$ cat src/rtl/pipe_hazard_ctrl.sv
// rtl/pipe_hazard_ctrl.sv - 5-stage pipeline hazard/stall/flush sequencer with event counters
module pipe_hazard_ctrl #(
  parameter int FORWARDING = 0,
  parameter int CNT_W      = 16,
  parameter int MAX_WAIT   = 64
) (
  input  logic             clk_i,
  input  logic             rst_i,
  input  logic [4:0]       id_rs_i,
  input  logic [4:0]       id_rt_i,
  input  logic             id_use_rt_i,
  input  logic [4:0]       ex_rd_i,
  input  logic             ex_regwrite_i,
  input  logic             ex_memread_i,
  input  logic [4:0]       mem_rd_i,
  input  logic             mem_regwrite_i,
  input  logic             branch_taken_i,
  input  logic             mem_busy_i,
  output logic             pc_write_o,
  output logic             if_id_write_o,
  output logic             id_ex_write_o,
  output logic             ex_mem_write_o,
  output logic             mem_wb_write_o,
  output logic             if_id_flush_o,
  output logic             id_ex_flush_o,
  output logic             ex_mem_flush_o,
  output logic [1:0]       state_o,
  output logic [CNT_W-1:0] stall_cnt_o,
  output logic [CNT_W-1:0] flush_cnt_o,
  output logic [CNT_W-1:0] wait_cnt_o,
  output logic             err_timeout_o
);

  typedef enum logic [1:0] {
    RUN   = 2'd0,
    STALL = 2'd1,
    WAIT  = 2'd2,
    FLUSH = 2'd3
  } state_t;

  localparam logic [15:0] MAX_WAIT_L = 16'(MAX_WAIT);

  state_t            state_q, state_d;
  logic [15:0]       timer_q;
  logic [CNT_W-1:0]  stall_cnt_q, flush_cnt_q, wait_cnt_q;
  logic              err_q;

  // Register 0 is hardwired, so it can never carry a dependency.
  logic rs_ex, rt_ex, rs_mem, rt_mem, hit_ex, hit_mem, haz;

  assign rs_ex   = (id_rs_i != 5'd0) && (id_rs_i == ex_rd_i);
  assign rt_ex   = id_use_rt_i && (id_rt_i != 5'd0) && (id_rt_i == ex_rd_i);
  assign rs_mem  = (id_rs_i != 5'd0) && (id_rs_i == mem_rd_i);
  assign rt_mem  = id_use_rt_i && (id_rt_i != 5'd0) && (id_rt_i == mem_rd_i);
  assign hit_ex  = rs_ex | rt_ex;
  assign hit_mem = rs_mem | rt_mem;
  assign haz     = (FORWARDING != 0) ? (ex_memread_i & hit_ex)
                                     : ((ex_regwrite_i & hit_ex) | (mem_regwrite_i & hit_mem));

  always_comb begin
    state_d        = RUN;
    pc_write_o     = 1'b1;
    if_id_write_o  = 1'b1;
    id_ex_write_o  = 1'b1;
    ex_mem_write_o = 1'b1;
    mem_wb_write_o = 1'b1;
    if_id_flush_o  = 1'b0;
    id_ex_flush_o  = 1'b0;
    ex_mem_flush_o = 1'b0;
    if (!rst_i) begin
      if (mem_busy_i) begin
        // Frozen pipe keeps branch_taken_i stable until memory releases it.
        state_d        = WAIT;
        pc_write_o     = 1'b0;
        if_id_write_o  = 1'b0;
        id_ex_write_o  = 1'b0;
        ex_mem_write_o = 1'b0;
        mem_wb_write_o = 1'b0;
      end else if (branch_taken_i) begin
        state_d        = FLUSH;
        if_id_flush_o  = 1'b1;
        id_ex_flush_o  = 1'b1;
        ex_mem_flush_o = 1'b1;
      end else if (haz) begin
        state_d        = STALL;
        pc_write_o     = 1'b0;
        if_id_write_o  = 1'b0;
        id_ex_flush_o  = 1'b1;
      end
    end
  end

  always_ff @(posedge clk_i or posedge rst_i) begin
    if (rst_i) begin
      state_q     <= RUN;
      timer_q     <= '0;
      stall_cnt_q <= '0;
      flush_cnt_q <= '0;
      wait_cnt_q  <= '0;
      err_q       <= 1'b0;
    end else begin
      state_q <= state_d;
      if (state_d == STALL && stall_cnt_q != '1) stall_cnt_q <= stall_cnt_q + CNT_W'(1);
      if (state_d == FLUSH && flush_cnt_q != '1) flush_cnt_q <= flush_cnt_q + CNT_W'(1);
      if (state_d == WAIT  && wait_cnt_q  != '1) wait_cnt_q  <= wait_cnt_q  + CNT_W'(1);
      if (mem_busy_i) begin
        if (timer_q != 16'hFFFF) timer_q <= timer_q + 16'd1;
        // timer_q already holds MAX_WAIT busy cycles, so this one exceeds the limit.
        if (timer_q >= MAX_WAIT_L) err_q <= 1'b1;
      end else begin
        timer_q <= '0;
      end
    end
  end

  assign state_o       = state_q;
  assign stall_cnt_o   = stall_cnt_q;
  assign flush_cnt_o   = flush_cnt_q;
  assign wait_cnt_o    = wait_cnt_q;
  assign err_timeout_o = err_q;

endmodule
$ cat config.mk
export PLATFORM = sky130hd
export DESIGN_NAME = pipe_hazard_ctrl
export DESIGN_NICKNAME = d
export VERILOG_FILES = /design/src/rtl/pipe_hazard_ctrl.sv
export SDC_FILE = /design/constraint.sdc
export NUM_CORES = 1
export LEC_CHECK = 0
export ABC_AREA = 1
export ABC_CLOCK_PERIOD_IN_PS = 7800
export CAP_MARGIN = 10
export CORE_AREA = 2 2 88 90
export DETAILED_ROUTE_END_ITERATION = 6
export DIE_AREA = 0 0 90 92
export PLACE_DENSITY = 0.82
export SLEW_MARGIN = 20
export SYNTH_ARGS = -nofsm -noshare
export SYNTH_HDL_FRONTEND = slang
export SYNTH_SLANG_ARGS = --single-unit
$ cat constraint.sdc
create_clock -name clk_i -period 7.8 [get_ports clk_i]
set_input_delay 1.56 -clock clk_i [delete_from_list [all_inputs] [get_ports clk_i]]
set_output_delay 1.56 -clock clk_i [all_outputs]
set_load 0.02 [all_outputs]
==> impl.org, run 1 <==
** Detailed routing
- Met3 Routed Length :: 375 µm
- The detailed router finished its first iteration with 174 violations.
- Routed len/inst :: 13.71 µm
- Vias per cell :: just over 5
- M1 wire length :: 4.011 mm
- After detailed routing, no signal wire sits above met4.
- Detail Route Antenna Nets :: 0
- Wire segments on met2 add up to between 4 and 5 mm in the final route.
- For this run, design rule violations remaining after detail routing come to 0.
- Initial DRT Pass Iterations :: 4
- Final wirelength :: 9.021 mm
- Via total after detailed routing :: 3,385

** Pwr
- Reported net switching power :: 275.8 µW
- Of the total power, combinational logic draws 0.218.
- The internal portion of the total power is 658.5 µW.
- Power spread over the standard cell area amounts to 184.8 nW/µm².
- Clock network power share :: 0.343
- The worst-case IR drop observed on VDD is 0.1435 mV.
- Sequential Power Share :: 0.439
- Switching fraction of total power :: 0.2952
- For this design the static power due to leakage is approximately 2.3 nW.
- Summing internal, switching and leakage power gives around 930 µW.

** Cells and area
- In the final layout, the share of cells above drive strength 1 is 0.1007.
- Synthesis-to-layout area growth :: 28.83%
- Final-layout fill cell count :: 617
- Core utilization of the finished layout :: 0.6788
- Summing all non-filler instances in the final layout gives an area of 5055 µm².
- Area of combinational cells with multiple inputs :: 1996 µm²
- Summing all flip-flop and latch instances after layout gives 1677 µm².
- Cell Count, Final, Fillers Out :: roughly 660
- The net count of the finished layout is 585.
- Number of inserted diodes :: 0

** Global route
- Global route overflow :: 0
- The number of global-route vias before repair came to 3,421.
- The initial antenna violation count is 0.
- Global-route wire length before repair :: 15.57 mm
- Total global-route track usage :: 0.2282
- Entering global routing, the biggest net connects 68 pins.

** Clock network
- In this run the clock root is driven by a clkbuf_8.
- The clock passes through at most 2 buffers.
- For this design, the sink count on the clock tree is 67.
- Clock tree from TritonCTS :: built
- CTS Hold Bufs :: 0
- Number of levels in the clock H-tree :: 3
- Clock-pin slew on the worst setup and hold paths :: about 0.070 ns
- For the worst-skew pair, the clock arrives at the later sink with an insertion delay of about 0.35 ns.
- Total of cells resized after clock tree synthesis :: 0
- Clock tree synthesis inserted a total of 9 buffers.
- After clock tree synthesis, the setup repair step added 0 buffers.

** Place
- After detailed placement, the total cell area comes to 4840 µm².
- The count of buffers added on input and output ports is between 80 and 90.
- At the end of routability-driven placement, the weighted congestion stood at 0.8583.
- Worst slack after detailed placement :: 2.446 ns
- In this run, placement finished with an instance count of 643.
- HPWL after detailed placement :: 6.476 mm

** Timing
- Worst Tran Pin Value :: 0.8609 ns
- Pins Over Slew Limit :: 0
- Fmax :: 187.0 MHz
- Setup ws final :: ~2.5 ns
- TNS Setup :: 0 ns
- Measured against its own limit, the worst slew margin works out to 0.4261.
- Across the routed clock network, the largest skew measured is 0.01464 ns.
- Hold Fails Final Rpt :: 0
- Setup repair after global routing missed its margin :: no
- Part of the cycle the worst path needs :: 0.6854
- Across all hold checks on the routed design, the worst slack comes to 0.4900 ns.
- Number of setup violations in the final report :: 0
- Minimum clock period :: 5.346 ns

** Run status
- Run status :: finished, final reports clean

** Synth
- During synthesis, Yosys emitted a total of 0 warnings.
- Share of the synthesized netlist area taken by xor and xnor gates :: 0.1384
- Share of flip-flops with an asynchronous set or reset :: 1.000
- Ranked by total cell area, the synthesized netlist is headed by dfrtp_1, nand2_1, xnor2_1.
- The number of nets handed over by synthesis was 499.
- Simple logic cell fraction of the synthesized area :: 0.3013
- Combinational family with the most area after synthesis :: simple AND/OR/NAND/NOR gates
- Synthesis produced a netlist whose cell count is 466.
- Area share of fa/ha/maj cells after synthesis :: 0.01594
- Summing every instance area after synthesis gives 3924 µm².
- Multiplexer area fraction after synthesis :: 0
- Synthesized-area fraction occupied by ao, oa, aoi and oai cells :: 0.05293
- Number of flops mapped to enable cells by yosys :: 0
- The synthesized design spends more area on one cell type than any other, namely dfrtp_1.
- For this run, the register share of the synthesized area comes to 0.4273.
- Most used DFF post-synth :: dfrtp_1
- Number of storage elements in the synthesis netlist :: 67
- Of the post-synthesis cell area, the dominant cell type holds 0.4273.
- Synthesis instantiated ~40 different standard cells from the library.
- Post-synthesis area per instance :: 8.420 µm²

** Floorplan
- Core Area :: 7447 µm²
- X dimension of the die :: 90 µm
- Row generation in the floorplan step produced 32 rows.
- Die Ht :: 92 µm
- Full die area :: 8280 µm²
- between 80 and 90 I/O pins were placed.
- Effective utilization at floorplan :: 0.5269

** Flow run
- Max Cap Viol :: 0

** Setup path
- Data on the critical path is required at its endpoint by 6.24 ns.
- Of all nets on the critical path, the largest fanout is 17.
- Arrival time at the worst endpoint :: between 3 and 4 ns
- Category of the worst setup path capture point :: output port
- Crit Path Category :: in -> out
- The worst setup path is launched from a primary input.
- Reg2reg setup slack :: slightly below 6 ns

** Min path
- Class of the most critical hold timing path :: reg -> reg
## worst max-delay path, stage by stage
cell and delay, ns:
clkdlybuf4s50_1 0.56, nor2_1 0.09, nand2_1 0.08, nor2_1 0.05, nor2_1 0.12, nand2_1 0.06
nand2_1 0.06, nand2_1 0.09, a21oi_4 0.45, nor2_1 0.11, clkdlybuf4s50_1 0.56
## routing by layer
metal  track usage  vias up
li1              -     1675
met1        0.2984     1588
met2        0.3678      103
met3       0.04026       19
met4        0.1141        0
met5             0        -
## kinds of logic (layout without fill, tap and decap cells)
logic type	Yosys count	in the layout
adder cells (fa/ha/maj)	5	5
flip-flops	67	67
buffers and inverters	59	149
AND/OR/NAND/NOR	239	239
AO/OA/AOI/OAI	34	34
XOR/XNOR	62	62
## Yosys cell counts (all sizes together) (2+ instances only)
cell	instances
a211oi	2
a21oi	11
a31oi	5
buf	10
dfrtp	67
ha	5
inv	47
nand2	115
nand3	24
nand4	23
nor2	51
nor3	18
nor3b	2
nor4	3
o21ai	13
xnor2	31
xor2	31
## state kept, by name, indices dropped and copies added, names as in the netlist
name / count
flush_cnt_o: 16
err_timeout_o: 1
state_o: 2
stall_cnt_o: 16
timer_q: 16
wait_cnt_o: 16
## area by class of cell
| class | instances | area share |
|---|---|---|
| Clock buffer | 10 | 0.02723 |
| Clock inverter | 5 | 0.01535 |
| Inverter | 48 | 0.03589 |
| Multi-Input combinational cell | 340 | 0.3948 |
| Sequential cell | 67 | 0.3317 |
| Tap cell | 102 | 0.02525 |
| Timing Repair Buffer | 86 | 0.1698 |
## power by group through the flow
stage,logic [mW],registers (mW),clock network [mW]
2_1_floorplan,0.0750,0.446,0
3_3_place_gp,0.198,0.415,0
3_5_place_dp,0.203,0.416,0
4_1_cts,0.205,0.410,0.324
5_1_grt,0.223,0.415,0.335
6_report,0.204,0.410,0.320
## cells in the final DEF (no fill, tap or decap), types with 5 or more instances in the layout
| cell | n |
|---|---|
| clkbuf_8 | 10 |
| a21oi_1 | 10 |
| nand2_1 | 108 |
| ha_1 | 5 |
| dfrtp_1 | 67 |
| nor2_2 | 11 |
| o21ai_0 | 12 |
| nor3_1 | 14 |
| nand3_1 | 21 |
| inv_1 | 42 |
| nand2_2 | 6 |
| nand4_1 | 22 |
| nor2_1 | 37 |
| a31oi_1 | 5 |
| clkdlybuf4s50_1 | 85 |
| xor2_1 | 31 |
| inv_2 | 5 |
| xnor2_1 | 31 |
## worst paths after layout
path                           startpoint               to  depth (start not counted)
min reg2reg                 err_timeout_o    err_timeout_o                          1
max reg2reg                flush_cnt_o[0]   flush_cnt_o[7]                         10
max                            id_rs_i[3]    if_id_write_o                         11
min                         err_timeout_o    err_timeout_o                          1
max in group asynchronous           rst_i  stall_cnt_o[11]                          3
min in group asynchronous           rst_i    wait_cnt_o[8]                          3
No activity file was read; power rests on OpenSTA's default activity.
==> inputs of run 2 (changes only) <==
--- a/config.mk
+++ b/config.mk
@@ -6,12 +6,12 @@
 export NUM_CORES = 1
 export LEC_CHECK = 0
 export ABC_AREA = 1
-export ABC_CLOCK_PERIOD_IN_PS = 7800
+export ABC_CLOCK_PERIOD_IN_PS = 4500
 export CAP_MARGIN = 10
-export CORE_AREA = 2 2 88 90
+export CORE_AREA = 2 2 96 98
 export DETAILED_ROUTE_END_ITERATION = 6
-export DIE_AREA = 0 0 90 92
-export PLACE_DENSITY = 0.82
+export DIE_AREA = 0 0 98 100
+export PLACE_DENSITY = 0.73
 export SLEW_MARGIN = 20
 export SYNTH_ARGS = -nofsm -noshare
 export SYNTH_HDL_FRONTEND = slang
==> constraint.sdc (replaced) <==
create_clock -name clk_i -period 4.5 [get_ports clk_i]
set_input_delay 0.9 -clock clk_i [delete_from_list [all_inputs] [get_ports clk_i]]
set_output_delay 0.9 -clock clk_i [all_outputs]
set_load 0.02 [all_outputs]
==> run 2 against run 1 <==
Compared with the run above: first-iteration DRC count rose by 17%; sequential share of layout area fell by 0.24 points; clock power is 76% higher; utilization decreased by 11 points; power increased by 74%; global-route usage decreased by 4.0 points; clock skew barely moved; critical path depth unchanged; sequential power grew 73%; count of clock-buffer cells in the layout stayed put; largest cell class unchanged.
==> impl.org, run 2 (synthesized netlist as in run 1, its figures left out) <==
** Clock network
- TritonCTS Sinks :: 67
- For the worst-skew pair, the clock arrives at the later sink with an insertion delay of 0.34 ns.
- In this run, CTS created clock tree buffers numbering 9.
- Total of cells resized after clock tree synthesis :: 0
- Number of levels in the clock H-tree :: 3
- Clock tree from TritonCTS :: built
- The number of hold buffers added after CTS was 0.
- Root Buffer :: clkbuf_8
- CTS max path bufs :: 2
- # Post-CTS Setup Buffers :: 0
- After clock tree synthesis, the clock-pin slew on the worst setup and hold paths is 0.07 ns.

** Detailed routing
- Dividing the detail-routed wire length by the instance count gives 13.13 µm.
- Detail Route Antenna Nets :: 0
- Via total after detailed routing :: 3,374
- Final wirelength :: 8.800 mm
- Using the TritonRoute via totals, the vias-per-cell ratio works out to between 5 and 6.
- Initial DRT Pass Iterations :: 4
- DR iter-0 viols :: 203
- For this run, design rule violations remaining after detail routing come to 0.

** Global route
- Total global-route track usage :: 0.1883
- Global route overflow :: 0
- Via count of the first global-routing pass :: approximately 3,400
- Number of antenna violations at the first check in global routing :: 0
- The first global-routing pass estimated roughly 15 mm of wire.
- Largest net degree at the start of global routing :: 68

** Timing
- Minimum clock period :: 3.956 ns
- In the finished design, the share of the clock period the worst path needs comes to 0.8790.
- Adding up every negative setup slack in the final design gives 0 ns.
- Setup repair after global routing left no endpoint under its margin.
- For this run, the top clock speed supported by timing is 252.8 MHz.
- On the final layout, the worst hold slack is roughly 0.48 ns.
- Worst-case clock skew :: 0.01418 ns
- Setup violations remaining at the end of the flow were counted as 0.
- The number of hold-slack violations in the final timing report was 0.
- The final number of max-transition violations was 0.
- Worst Tran Pin Value :: 0.8281 ns
- In this run the tightest slew margin relative to its limit is 0.4480.

** Cells and area
- Design area :: around 5100 µm²
- Final nets :: ~590
- Compared with the post-synthesis result, the final layout area differs by 29.78%.
- In the layout the commonest cells are nand2_1, clkdlybuf4s50_1, dfrtp_1, inv_1, nor2_1.
- In the final layout, the share of cells above drive strength 1 is 0.1055.
- Cell Count, Final, Fillers Out :: between 600 and 700
- The library cell used most frequently in the layout, excluding fill and tap cells, is nand2_1.
- Once layout is complete, the utilization of the core stands at 0.5728.
- The repair_antennas step left the layout with diodes totalling 0.

** Setup path
- STA classifies the critical path endpoint as an output port.
- Crit Path Category :: in -> out
- Along the worst path, the maximum fanout reaches 3.
- The worst register-to-register path has a depth of 9.
- STA classifies the critical path startpoint as a primary input.
- Required time of the worst setup path :: 3.60 ns
- Arrival time at the worst endpoint :: 3.06 ns

** Floorplan
- Die Ht :: 100 µm
- Row count :: 35
- The region available for standard cell placement spans 8890 µm².
- For this configuration, the core starts out at a cell density of 0.4414.
- From left edge to right edge, the die measures 98 µm.
- Number of ports placed on the die boundary :: 87
- Full die area :: roughly 10000 µm²

** Min path
- Class of the most critical hold timing path :: reg -> reg
- Number of instances on the worst hold path :: 1

** Place
- At the end of routability-driven placement, the weighted congestion stood at about 0.9.
- Port Buffer Count :: 85
- Placed instance area :: 4866 µm²
- After detailed placement, the design holds a cell count of 654.
- HPWL after detailed placement :: between 6 and 7 mm

** Flow run
- The tool flagged a number of max-cap violations equal to 0.

** Pwr
- In this run the power density over the cells is 318.4 nW/µm².
- Worst ir drop on vdd :: 0.2908 mV
- For this design the static power due to leakage is 2.305 nW.

** Run status
- The run finished with clean final reports.
-- run 2: report_power, final --
group | switching, mW | leakage, nW | internal (mW)
sequential | 0.0572 | 0.889 | 0.653
clock | 0.235 | 0.108 | 0.327
combinational | 0.183 | 1.31 | 0.166
total | 0.475 | 2.30 | 1.15
-- run 2: final timing paths --
kind	from	end	slack (ns)
hold reg to reg	err_timeout_o	err_timeout_o	0.48
min in group asynchronous	rst_i	wait_cnt_o[14]	1.30
setup / recovery	id_rt_i[0]	id_ex_flush_o	0.54
max in group asynchronous	rst_i	flush_cnt_o[0]	2.66
hold / removal	err_timeout_o	err_timeout_o	0.48
setup reg to reg	stall_cnt_o[0]	stall_cnt_o[10]	2.64
-- run 2: per-stage QoR --
stage	total power, mW	setup WS [ns]
after global placement	1.064	0.5876
after floorplan	0.9023	0.2880
after CTS	1.642	0.5388
after global routing	1.708	0.2640
final	1.621	0.5445
after detailed placement	1.072	0.5524
-- run 2: area by class of cell --
class | count | area, µm²
Clock inverter | 6 | 88.84
Inverter | 48 | 181.4
Fill cell | 806 | 3797
Sequential cell | 67 | 1677
Multi-Input combinational cell | 340 | 1996
Clock buffer | 10 | 137.6
Timing Repair Buffer | 88 | 873.3
Tap cell | 111 | 138.9
-- run 2: routing by layer --
metal / track usage / routed length, µm / share of wire / up-vias
met3: 0.04387 / 434 / 0.049 / 11
met5: 0 / 0 / 0 / -
met4: 0.06944 / 146 / 0.017 / 0
met1: 0.2475 / 4149 / 0.47 / 1583
li1: - / - / - / 1686
met2: 0.3061 / 4070 / 0.46 / 94
-- run 2: worst max-delay path: stages --
cell             delay [ns]
clkdlybuf4s50_1        0.55
xnor2_1                0.14
nand2_1                0.09
nor2_1                 0.09
nand3_1                0.07
nand2_1                0.05
nand2_1                0.09
nand2_1                0.16
o21ai_0                0.10
nor2_1                 0.14
clkdlybuf4s50_1        0.68
